--- src/rtl/spi_frame_master.sv ---
// rtl/spi_frame_master.sv - 16-bit SPI frame master for the bus-interface CPLD slave link
module spi_frame_master #(
  parameter int unsigned DIV = 4,
  parameter int unsigned GAP = 2
) (
  input  logic        clk,
  input  logic        rst,
  input  logic        start,
  input  logic [2:0]  regnum,
  input  logic [7:0]  wdata,
  output logic        busy,
  output logic        done,
  output logic [15:0] rdata,
  output logic        link_ok,
  output logic        sck,
  output logic        mosi,
  output logic        ss_n,
  input  logic        miso
);

  typedef enum logic [2:0] {S_IDLE, S_LEAD, S_HIGH, S_LOW, S_TRAIL, S_GAP} state_t;

  localparam logic [7:0] DIV_LAST = 8'(DIV - 1);
  localparam logic [7:0] GAP_LAST = 8'(GAP - 1);

  state_t      state_q, state_d;
  logic [7:0]  cnt_q, cnt_d;
  logic [3:0]  bit_q, bit_d;
  logic [15:0] tx_q, tx_d;
  logic [15:0] rdata_q, rdata_d;
  logic        link_ok_q, link_ok_d;
  logic        sck_q, sck_d;
  logic        mosi_q, mosi_d;
  logic        ss_n_q, ss_n_d;
  logic        busy_q, busy_d;
  logic        done_q, done_d;
  logic        div_last;

  assign div_last = (cnt_q == DIV_LAST);

  // State and every SPI/handshake output are registers, so sck and ss_n cannot glitch.
  always_ff @(posedge clk or posedge rst) begin
    if (rst) begin
      state_q   <= S_IDLE;
      cnt_q     <= '0;
      bit_q     <= '0;
      tx_q      <= '0;
      rdata_q   <= '0;
      link_ok_q <= 1'b0;
      sck_q     <= 1'b0;
      mosi_q    <= 1'b0;
      ss_n_q    <= 1'b1;
      busy_q    <= 1'b0;
      done_q    <= 1'b0;
    end else begin
      state_q   <= state_d;
      cnt_q     <= cnt_d;
      bit_q     <= bit_d;
      tx_q      <= tx_d;
      rdata_q   <= rdata_d;
      link_ok_q <= link_ok_d;
      sck_q     <= sck_d;
      mosi_q    <= mosi_d;
      ss_n_q    <= ss_n_d;
      busy_q    <= busy_d;
      done_q    <= done_d;
    end
  end

  // Frame sequencer: mosi moves on the edge that drops sck, miso is sampled on that same edge.
  always_comb begin
    state_d   = state_q;
    cnt_d     = cnt_q;
    bit_d     = bit_q;
    tx_d      = tx_q;
    rdata_d   = rdata_q;
    link_ok_d = link_ok_q;
    sck_d     = sck_q;
    mosi_d    = mosi_q;
    ss_n_d    = ss_n_q;
    busy_d    = busy_q;
    done_d    = 1'b0;
    case (state_q)
      S_IDLE: begin
        if (start) begin
          tx_d    = {5'b0, regnum, wdata};
          bit_d   = 4'd15;
          cnt_d   = '0;
          rdata_d = '0;
          ss_n_d  = 1'b0;
          mosi_d  = 1'b0;
          busy_d  = 1'b1;
          state_d = S_LEAD;
        end
      end
      S_LEAD: begin
        if (div_last) begin
          cnt_d   = '0;
          sck_d   = 1'b1;
          state_d = S_HIGH;
        end else begin
          cnt_d = cnt_q + 8'd1;
        end
      end
      S_HIGH: begin
        if (div_last) begin
          cnt_d   = '0;
          sck_d   = 1'b0;
          rdata_d = {rdata_q[14:0], miso};
          if (bit_q != 4'd0) begin
            mosi_d = tx_q[bit_q - 4'd1];
          end
          state_d = S_LOW;
        end else begin
          cnt_d = cnt_q + 8'd1;
        end
      end
      S_LOW: begin
        if (div_last) begin
          cnt_d = '0;
          if (bit_q == 4'd0) begin
            state_d = S_TRAIL;
          end else begin
            bit_d   = bit_q - 4'd1;
            sck_d   = 1'b1;
            state_d = S_HIGH;
          end
        end else begin
          cnt_d = cnt_q + 8'd1;
        end
      end
      S_TRAIL: begin
        if (div_last) begin
          cnt_d   = '0;
          ss_n_d  = 1'b1;
          mosi_d  = 1'b0;
          state_d = S_GAP;
        end else begin
          cnt_d = cnt_q + 8'd1;
        end
      end
      S_GAP: begin
        if (cnt_q == GAP_LAST) begin
          cnt_d     = '0;
          done_d    = 1'b1;
          busy_d    = 1'b0;
          link_ok_d = (rdata_q[15:8] == 8'hEE);
          state_d   = S_IDLE;
        end else begin
          cnt_d = cnt_q + 8'd1;
        end
      end
      default: state_d = S_IDLE;
    endcase
  end

  assign busy    = busy_q;
  assign done    = done_q;
  assign rdata   = rdata_q;
  assign link_ok = link_ok_q;
  assign sck     = sck_q;
  assign mosi    = mosi_q;
  assign ss_n    = ss_n_q;

endmodule
--- config.mk ---
export PLATFORM = sky130hd
export DESIGN_NAME = spi_frame_master
export DESIGN_NICKNAME = d
export VERILOG_FILES = /design/src/rtl/spi_frame_master.sv
export SDC_FILE = /design/constraint.sdc
export NUM_CORES = 1
export LEC_CHECK = 0
export CORE_MARGIN = 4
export CORE_UTILIZATION = 35
export DETAILED_ROUTE_END_ITERATION = 10
export GPL_TIMING_DRIVEN = 0
export PLACE_DENSITY = 0.59
export REMOVE_ABC_BUFFERS = 1
export SLEW_MARGIN = 30
export SYNTH_ARGS = -nofsm -noshare
export SYNTH_HDL_FRONTEND = slang
export SYNTH_SLANG_ARGS = --single-unit
--- constraint.sdc ---
create_clock -name clk -period 3.49 [get_ports clk]
set_input_delay 0.5235 -clock clk [delete_from_list [all_inputs] [get_ports clk]]
set_output_delay 0.5235 -clock clk [all_outputs]
set_load 0.02 [all_outputs]
==> impl_table.tex <==
\begin{tabular}{lr}
\hline
Metric & Value \\
\hline
\multicolumn{2}{l}{\textbf{Yosys}} \\
Count of warnings emitted by yosys & 0 \\
Number of enable flip-flop cells after synthesis & 0 \\
Library cells used by synthesis & 52 \\
Gate count after technology mapping & 239 \\
Share of the synthesized area in the top cell type & 48.2\% \\
Cell with the most instances after synthesis & sky130\_fd\_sc\_hd\_\_nand2\_1 \\
Most used standard cells in the synthesized netlist & sky130\_fd\_sc\_hd\_\_nand2\_1 (50), sky130\_fd\_sc\_hd\_\_dfrtp\_1 (47), sky130\_fd\_sc\_hd\_\_o21ai\_0 (25) \\
Ys flop type & sky130\_fd\_sc\_hd\_\_dfrtp\_1 \\
Cell types with the largest area share after synthesis & sky130\_fd\_sc\_hd\_\_dfrtp\_1 (48\%), sky130\_fd\_sc\_hd\_\_nand2\_1 (7.7\%), sky130\_fd\_sc\_hd\_\_mux2\_2 (5.5\%), sky130\_fd\_sc\_hd\_\_o21ai\_0 (5.1\%), sky130\_fd\_sc\_hd\_\_ha\_1 (2.0\%) \\
FFs w/ async S/R, synth & 100\% \\
Summed instance area of the synthesized netlist & around 2400 um2 \\
Synthesized flop and latch total & 48 \\
Post-synthesis average cell area & 10.2 um2 \\
Biggest area consumer among synthesized cells & sky130\_fd\_sc\_hd\_\_dfrtp\_1 \\
Proportion of synthesized chip area in sequential cells & about half \\
\multicolumn{2}{l}{\textbf{Clocking}} \\
Clock-pin slew on the worst setup and hold paths & 90 ps \\
TritonCTS sink count & 48 \\
Clock insertion delay at the later pin of the skew report & 300 ps \\
CTS root buffer & sky130\_fd\_sc\_hd\_\_clkbuf\_8 \\
Post-CTS Setup Inserts & 0 \\
Number of buffers inserted for hold repair after clock tree synthesis & 0 \\
CTS tree & yes \\
Number of levels in the clock H-tree & 2 \\
Cts bufs inserted & 5 \\
CTS max path bufs & 2 \\
\# resized after CTS & 0 \\
\multicolumn{2}{l}{\textbf{Critical path}} \\
Crit path buffers/inverters & 0 \\
Cell family with most CP delay & simple AND/OR/NAND/NOR gates \\
Count of cells along the worst register-to-register path & 4 \\
Category of the most critical setup path & reg -> reg \\
Levels on crit path & 4 \\
Crit path DAT & 2450 ps \\
Crit path max-delay cell type & sky130\_fd\_sc\_hd\_\_nor3b\_4 \\
Req. time, crit path & 3650 ps \\
Kind of start point of the critical path & flip-flop \\
Worst setup EP type & flip-flop \\
Maximum single-stage delay on the critical path & 790 ps \\
Sequence of cells on the critical path & nor3b\_4 > a31oi\_4 > nand2\_1 > o21ai\_0 \\
Worst-path fanout max & 32 \\
\multicolumn{2}{l}{\textbf{Timing}} \\
Count of endpoints failing setup in the final report & 0 \\
Post-Route Skew & 3.65 ps \\
Max\_slew headroom & 45.2\% \\
Tightest Pin Transition & 821 ps \\
Fmax & 436 MHz \\
Number of hold-slack violations in the final timing report & 0 \\
Unrepaired setup endpoints after global routing & no \\
Slew Viols, Final & 0 \\
Part of the cycle the worst path needs & between 60 and 70\% \\
Post-route setup slack & 1190 ps \\
Sum of negative setup slack & 0 ps \\
Minimum period implied by the final worst setup slack & 2300 ps \\
\multicolumn{2}{l}{\textbf{Global route}} \\
Antenna violations before repair & 0 \\
Met3 demand-to-capacity share in global routing & 3.48\% \\
Pin count of the biggest net entering global routing & 49 \\
Total gr overflow & 0 \\
GR Util All Layers & 12.6\% \\
Met2 Usage GRT & 20.5\% \\
First-pass GRT wire length & approximately 8.6 mm \\
Global-route met1 utilization & 15.8\% \\
Global routing's busiest layer & met2 \\
Number of global-route vias before repair & 1828 \\
\multicolumn{2}{l}{\textbf{Hold path}} \\
Depth of the worst hold-timing path & 1 \\
Class of the worst hold path & reg -> reg \\
\multicolumn{2}{l}{\textbf{Cells and area}} \\
Layout cells sized above 1 & 13.5\% \\
Utilization of the core after routing & 44.6\% \\
Sequential Area & 1200 um2 \\
Final Instance Area & 3030 um2 \\
Ant. Diodes & 0 \\
Filler instances & 669 \\
Total number of nets in the final design & 293 \\
Multi-input logic area & 1180 um2 \\
Signed area change from the synthesized netlist to the final layout & 24.1\% \\
\multicolumn{2}{l}{\textbf{Power and ir drop}} \\
Peak supply drop & 0.178 mV \\
Pwr per Cell Area & between 300 and 400 nW/um2 \\
Pleak & 1.26 nW \\
\multicolumn{2}{l}{\textbf{Routing}} \\
Number of antenna-violating nets in the routed design & 0 \\
Remaining routing DRC violations & 0 \\
Drt initial violations & 66 \\
Average wire per standard cell & $\sim$13 um \\
Vias post-DR & 1885 \\
Number of detailed-routing iterations run before antenna repair & 4 \\
Routed wire length & 5.00 mm \\
Avg Vias per Cell & 5.08 \\
\multicolumn{2}{l}{\textbf{Floorplan}} \\
Number of rows in the core area & 30 \\
Area enclosed by the die boundary & 8380 um2 \\
Core Box Area & 6790 um2 \\
Initial standard-cell utilization of the core & $\sim$36\% \\
Horizontal die dimension & around 90 um \\
Die Height & 91.5 um \\
Top-level I/O count & 37 \\
\multicolumn{2}{l}{\textbf{Placed design}} \\
Worst slack, placed & 1140 ps \\
Placed inst area & 2920 um2 \\
Final estimated routing congestion in global placement & 0.842 \\
DP HPWL & 3.42 mm \\
IO Port Bufs & 36 \\
\multicolumn{2}{l}{\textbf{Run status}} \\
Result of the run & complete, no violations \\
\multicolumn{2}{l}{\textbf{Job}} \\
Number of maximum-capacitance constraint violations & 0 \\
\hline
\end{tabular}
## worst reg2reg max path, delay by kind of cell, from the launching register on
kind,cells,cell delay [ps]
DFF,1,700
AOI/OAI and AO/OA,2,490
and+or+nand+nor,2,970
## cell type report
cell class / count / share of cell area [%]
repair buffers: 38 / 12.4
flip-flops and latches: 48 / 39.7
multi-input cells: 170 / 38.9
clock inverters: 3 / 1.40
well taps: 96 / 3.96
inverters: 11 / 1.45
clock buffers: 5 / 2.27
## worst paths after layout
kind | start | slack, ps | to
max in group asynchronous | rst | 2440 | state_q[0]
worst max register to register | state_q[1] | 1190 | rdata[4]
min in group asynchronous | rst | 650 | tx_q[8]
worst min register to register | busy | 490 | busy
worst max-delay path | state_q[1] | 1190 | rdata[4]
worst min-delay path | busy | 490 | busy
## registers in the layout, indices dropped and copies added, names as in the netlist
signal / cells
rdata: 16
tx_q: 11
cnt_q: 8
bit_q: 4
state_q: 3
busy: 1
done: 1
link_ok: 1
mosi: 1
sck: 1
ss_n: 1
## through the flow
step	cells	total power, mW	hold slack [ps]
6_report	371	1.07	488
5_1_grt	371	1.12	513
4_1_cts	371	1.08	497
3_5_place_dp	363	0.676	470
3_3_place_gp	361	0.674	464
2_1_floorplan	229	0.630	475
## power breakdown
group | leakage (nW) | internal, mW | switching, mW
registers | 0.597 | 0.572 | 0.0118
logic | 0.606 | 0.0423 | 0.0363
clock network | 0.0541 | 0.212 | 0.193
total | 1.26 | 0.827 | 0.241
## cell usage in the layout (no fill, tap or decap), types with 2 or more instances in the layout
master / n
sky130_fd_sc_hd__a21o_1: 3
sky130_fd_sc_hd__a21oi_1: 4
sky130_fd_sc_hd__and2_1: 2
sky130_fd_sc_hd__buf_4: 2
sky130_fd_sc_hd__clkbuf_8: 5
sky130_fd_sc_hd__clkdlybuf4s50_1: 36
sky130_fd_sc_hd__dfrtp_1: 47
sky130_fd_sc_hd__ha_1: 4
sky130_fd_sc_hd__inv_1: 10
sky130_fd_sc_hd__mux2_2: 12
sky130_fd_sc_hd__mux2i_1: 2
sky130_fd_sc_hd__mux4_2: 2
sky130_fd_sc_hd__nand2_1: 50
sky130_fd_sc_hd__nand3_1: 5
sky130_fd_sc_hd__nand4_1: 2
sky130_fd_sc_hd__nand4b_1: 2
sky130_fd_sc_hd__nor2_1: 8
sky130_fd_sc_hd__nor3_1: 4
sky130_fd_sc_hd__o2111ai_1: 2
sky130_fd_sc_hd__o211ai_1: 6
sky130_fd_sc_hd__o21ai_0: 25
sky130_fd_sc_hd__o221ai_1: 2
sky130_fd_sc_hd__o22ai_1: 2
sky130_fd_sc_hd__or3_1: 3
## cells by family (layout without fill, tap and decap cells)
| family | count (synthesis) | in the layout | share of synthesized area (%) |
|---|---|---|---|
| AOI/OAI and AO/OA | 61 | 61 | 18.0 |
| buffers and inverters | 21 | 57 | 3.43 |
| and+or+nand+nor | 88 | 88 | 18.8 |
| adders and majority gates | 4 | 4 | 2.05 |
| xor gates and xnor gates | 1 | 1 | 0.359 |
| DFF | 48 | 48 | 49.2 |
| muxes | 16 | 16 | 8.20 |
## routing by layer
layer	share of wire, %	vias up
met5	0	-
met2	47	43
met3	5.2	6
met1	46	907
li1	-	929
met4	1.4	0
Power figures use the tool's default switching activity.
==> RTL change 1 (same flow settings) <==
Register the output `rdata` once more, cleared by the reset; this adds one clock of latency there. The other outputs are not delayed to match.
--- a/src/rtl/spi_frame_master.sv
+++ b/src/rtl/spi_frame_master.sv
@@ -158,3 +158,9 @@
   assign done    = done_q;
-  assign rdata   = rdata_q;
+  always_ff @(posedge clk or posedge rst) begin
+    if (rst) begin
+      rdata <= '0;
+    end else begin
+      rdata <= rdata_q;
+    end
+  end
   assign link_ok = link_ok_q;
Check against the original RTL: not equivalent (a bounded check fails within 10 cycles, from zero or initial values and one cycle with rst high).
==> RTL change 1 against the unedited design <==
  * Synthesized cell count is 12% higher
  * Sequential cell count is 16 higher
  * Worst setup slack better by 0.056 ns
  * Synthesized area is 16% higher
  * Routed wire length is 11% higher
  * Cell area is 14% higher
  * First-iteration DRC count is 120% higher
  * Critical endpoint is now mosi
Power is not compared: it rests on default switching activity, and its combinational part moved more than twofold at a synthesized area within 25%.
==> RTL change 1: results (changes against the unedited design) <==
| Metric | Value |
|---|---|
| Dpl hpwl | `3700 um (+7.9%)` |
| Worst R2R Start | `bit_q[0]` |
| NumNets Final | `320 (+9.2%)` |
| Clock Latency Late Sink | `0.34 ns (+0.04 ns)` |
| DR WL met2 | `2440 um (+3.7%)` |
| Register area share after synthesis | `0.564 (+0.0713)` |
| Wire length on met3 | `350 um (+35%)` |
| Slowest CP cell | `sky130_fd_sc_hd__dfrtp_1` |
| Worst setup skew after layout | `0.0107 ns (+0.00701 ns)` |
| Max Fanout on Critical Path | `11 (-66%)` |
| Placer's final routability congestion estimate | `0.794 (-5.7%)` |
| Number of vias after detailed routing | `2008 (+6.5%)` |
| Worst Max-Slew Pin Slew | `0.792 ns (-0.0292 ns)` |
| Post-CTS clock slew at the launch and capture registers of the worst setup and hold paths | `0.07 ns (-0.02 ns)` |
| Beginning of the critical path | `bit_q[0]` |
| Met2 Usage GRT | `0.187 (-0.0182)` |
| Number of distinct library cells after synthesis | `49 (-5.8%)` |
| Global-route wire length before repair | `9530 um (+11%)` |
| Maximum level of the CTS H-tree | `3 (+1)` |
| DRT iter0 DRCs | `142 (+120%)` |
| Ranking of synthesized cells by area | `sky130_fd_sc_hd__dfrtp_1 55%, sky130_fd_sc_hd__nand2_1 6.9%, sky130_fd_sc_hd__mux2_2 4.8%, sky130_fd_sc_hd__nor2_1 2.6%, sky130_fd_sc_hd__o21ai_1 2.6%` |
| Met3 Resource Use GR | `0.0464 (+0.0116)` |
| Run status | `complete, no violations` |
| Critical path's top delay family | `flip-flops` |
| Total CTS buffers | `9 (+4)` |
## RTL change 1: worst register-to-register path, stage by stage, from the launching register on
cell and delay [ns]:
sky130_fd_sc_hd__dfrtp_1 0.59, sky130_fd_sc_hd__inv_1 0.15, sky130_fd_sc_hd__ha_1 0.43, sky130_fd_sc_hd__mux2_4 0.33
sky130_fd_sc_hd__or4_1 0.40, sky130_fd_sc_hd__o2111ai_1 0.11, sky130_fd_sc_hd__a31o_1 0.17
## RTL change 1: report_power, final
| part | switching, mW | internal, mW | leakage [nW] |
|---|---|---|---|
| registers | 0.110 | 0.859 | 0.833 |
| clock network | 0.287 | 0.274 | 0.0813 |
| logic | 0.324 | 0.264 | 0.547 |
## RTL change 1: layout make-up
class / instances / share of cell area
clock inverters: 5 / 0.00945
flip-flops and latches: 64 / 0.466
repair buffers: 37 / 0.111
inverters: 7 / 0.00836
multi-input cells: 182 / 0.328
well taps: 102 / 0.0371
clock buffers: 11 / 0.0411
## RTL change 1: worst paths after layout
check,to,slack [ns],cells past startpoint
min in group asynchronous,rdata[6],0.54,2
hold reg to reg,rdata[4],0.40,0
setup reg to reg,mosi,1.25,6
setup / recovery,mosi,1.25,6
hold / removal,rdata[4],0.40,0
max in group asynchronous,ss_n,2.38,3
## RTL change 1: through the flow
stage,instance area [um2],cells,utilization
floorplan,2750,253,-
global placement,3240,391,0.415
detailed placement,3270,392,0.419
CTS,3440,408,0.441
global route,3440,408,0.441
finish,3440,408,0.441
## RTL change 1: cell families after synthesis
family	Yosys count	synth area share
fa+ha+maj	4	0.0176
mux	18	0.0818
buf+inv	22	0.0422
simple gates	106	0.177
flops	64	0.564
compound gates	54	0.117
==> RTL change 2 (same flow settings) <==
Made on the original files. Take the reset off `tx_q` and load it in a clocked block of its own.
--- a/src/rtl/spi_frame_master.sv
+++ b/src/rtl/spi_frame_master.sv
@@ -46,3 +46,2 @@
       bit_q     <= '0;
-      tx_q      <= '0;
       rdata_q   <= '0;
@@ -58,3 +57,2 @@
       bit_q     <= bit_d;
-      tx_q      <= tx_d;
       rdata_q   <= rdata_d;
@@ -67,2 +65,6 @@
     end
+  end
+
+  always_ff @(posedge clk) begin
+    tx_q <= tx_d;
   end
Formal check against the unedited RTL: no difference found for any inputs over 10 cycles, from zero or initial values and one cycle with rst high; that may be too few to reach the edited logic, so the function may still have changed.
==> RTL change 2 against the unedited design <==
  * Final cell count down 7.8%
  * Cell area down 3.2%
  * Via count down 5.8%
  * Die area down 3.5%
  * Non-clock buffer count up 3
  * Global-route usage up 0.48 points
  * Worst setup slack worse by 0.15 ns
  * Hold slack worse by 0.014 ns
  * Synthesized area down 3.8%
  * Routed wire length down 0.24%
  * Highest routed layer unchanged
  * Sequential cell count unchanged
Power is not compared: it rests on default switching activity, and its combinational part moved more than twofold at a synthesized area within 25%.
==> RTL change 2: results (changes against the unedited design) <==
| Metric | Value |
|---|---|
| Run status | `complete, no violations` |
| Synthesis-to-layout area growth | `24.9%` |
| Total global-route track usage | `0.130 (+0.00476)` |
| Ranking of synthesized cells by area | `sky130_fd_sc_hd__dfrtp_1 38%, sky130_fd_sc_hd__edfxtp_1 14%, sky130_fd_sc_hd__nand2_1 6.4%, sky130_fd_sc_hd__o21ai_0 4.5%, sky130_fd_sc_hd__nor2_1 2.6%` |
| Placer's final routability congestion estimate | `0.779 (-7.5%)` |
| Worst slack after detailed placement | `0.970 ns (-0.168 ns)` |
| Dpl hpwl | `3590 um (+4.7%)` |
| I/O Buffers | `36 (unchanged)` |
| Max Fanout on Critical Path | `8 (-75%)` |
| Routed wire per std cell | `14.6 um (+8.2%)` |
| Global-route wire length before repair | `8600 um (-0.16%)` |
| Worst slew margin relative to its limit | `0.555 (+0.103)` |
| Buffers inserted during post-CTS setup optimization | `0 (unchanged)` |
| Maximum cell stage delay along the critical path | `0.56 ns (-0.23 ns)` |
| Number of synthesized flops with an enable pin | `11 (+11)` |
| Internal power | `approximately 1.3 mW` |
| Average vias per placed instance | `5.19 (+2.1%)` |
| Total of cells resized after clock tree synthesis | `0 (unchanged)` |
| NumNets Final | `283 (-3.4%)` |
| Most frequent cells after synthesis | `40 x sky130_fd_sc_hd__nand2_1, 36 x sky130_fd_sc_hd__dfrtp_1, 21 x sky130_fd_sc_hd__o21ai_0, 16 x sky130_fd_sc_hd__nor2_1, 14 x sky130_fd_sc_hd__clkbuf_1` |
| Count of fill cells added during filler insertion | `586 (-12%)` |
| Fraction of synthesis flops using an asynchronous set or reset pin | `0.771 (-0.229)` |
| Register area share after synthesis | `0.535 (+0.0431)` |
| Slowest CP cell | `sky130_fd_sc_hd__nor4b_2` |
| Clock root buffer | `sky130_fd_sc_hd__clkbuf_8` |
| ANT cells | `0 (unchanged)` |
| Total CTS buffers | `5 (unchanged)` |
| Maximum level of the CTS H-tree | `2 (unchanged)` |
| Signal arrival time at the worst endpoint | `2.63 ns (+0.18 ns)` |
| Via count of the first global-routing pass | `1739 (-4.9%)` |
| Hold crit path type | `input port to asynchronous set/reset pin` |
| Fraction of final layout cells with drive strength greater than 1 | `0.113 (-0.0213)` |
| Warnings, synthesis | `0 (unchanged)` |
| Number of distinct library cells after synthesis | `49 (-5.8%)` |
| Pin count of the biggest net entering global routing | `33 (-33%)` |
| Worst setup skew after layout | `0.00381 ns (+0.000159 ns)` |
| Maximum vdd drop | `0.270 mV` |
[RTL change 2: final timing paths]
check                         start  endpoint  slack [ns]  cells after the start
setup / recovery           cnt_q[3]      mosi        1.05                      5
hold reg to reg                ss_n      ss_n        0.51                      2
min in group clk               ss_n      ss_n        0.51                      2
setup reg to reg           cnt_q[3]      mosi        1.05                      5
max in group asynchronous       rst      ss_n        2.51                      3
hold / removal                  rst  bit_q[0]        0.47                      2
[RTL change 2: logic make-up after synthesis]
logic type	Yosys count	synth area share
compound gates	53	0.142
buf+inv	19	0.0304
fa+ha+maj	4	0.0213
mux	7	0.0421
xor+xnor	6	0.0224
flops	48	0.535
simple gates	93	0.206
[RTL change 2: power groups by stage]
stage,Clock [mW],Combinational (mW),Sequential [mW]
floorplan,0,0.476,0.896
global placement,0,0.782,0.859
detailed placement,0,0.833,0.863
CTS,0.388,0.839,0.855
global route,0.409,0.930,0.877
finish,0.371,0.828,0.853
[RTL change 2: area by class of cell]
class,count,share of cell area
Inverter,5,0.00640
Tap cell,77,0.0328
Multi-Input combinational cell,163,0.355
Sequential cell,48,0.429
Timing Repair Buffer,41,0.140
Clock buffer,6,0.0320
Clock inverter,2,0.00427
[RTL change 2: metrics by stage]
stage               power (mW)  std cells  TNS [ns]  instance area [um2]
finish                    2.05        342         0                 2930
global route              2.22        342         0                 2930
CTS                       2.08        342         0                 2930
detailed placement        1.70        334         0                 2830
global placement          1.64        329    -34.39                 2750
floorplan                 1.37        216         0                 2300
[RTL change 2: routing by layer]
metal,vias up,global-route usage,part of all wire
li1,884,-,-
met1,838,0.169,0.46
met2,45,0.204,0.46
met3,8,0.0384,0.060
met4,0,0.0561,0.020
met5,-,0,0
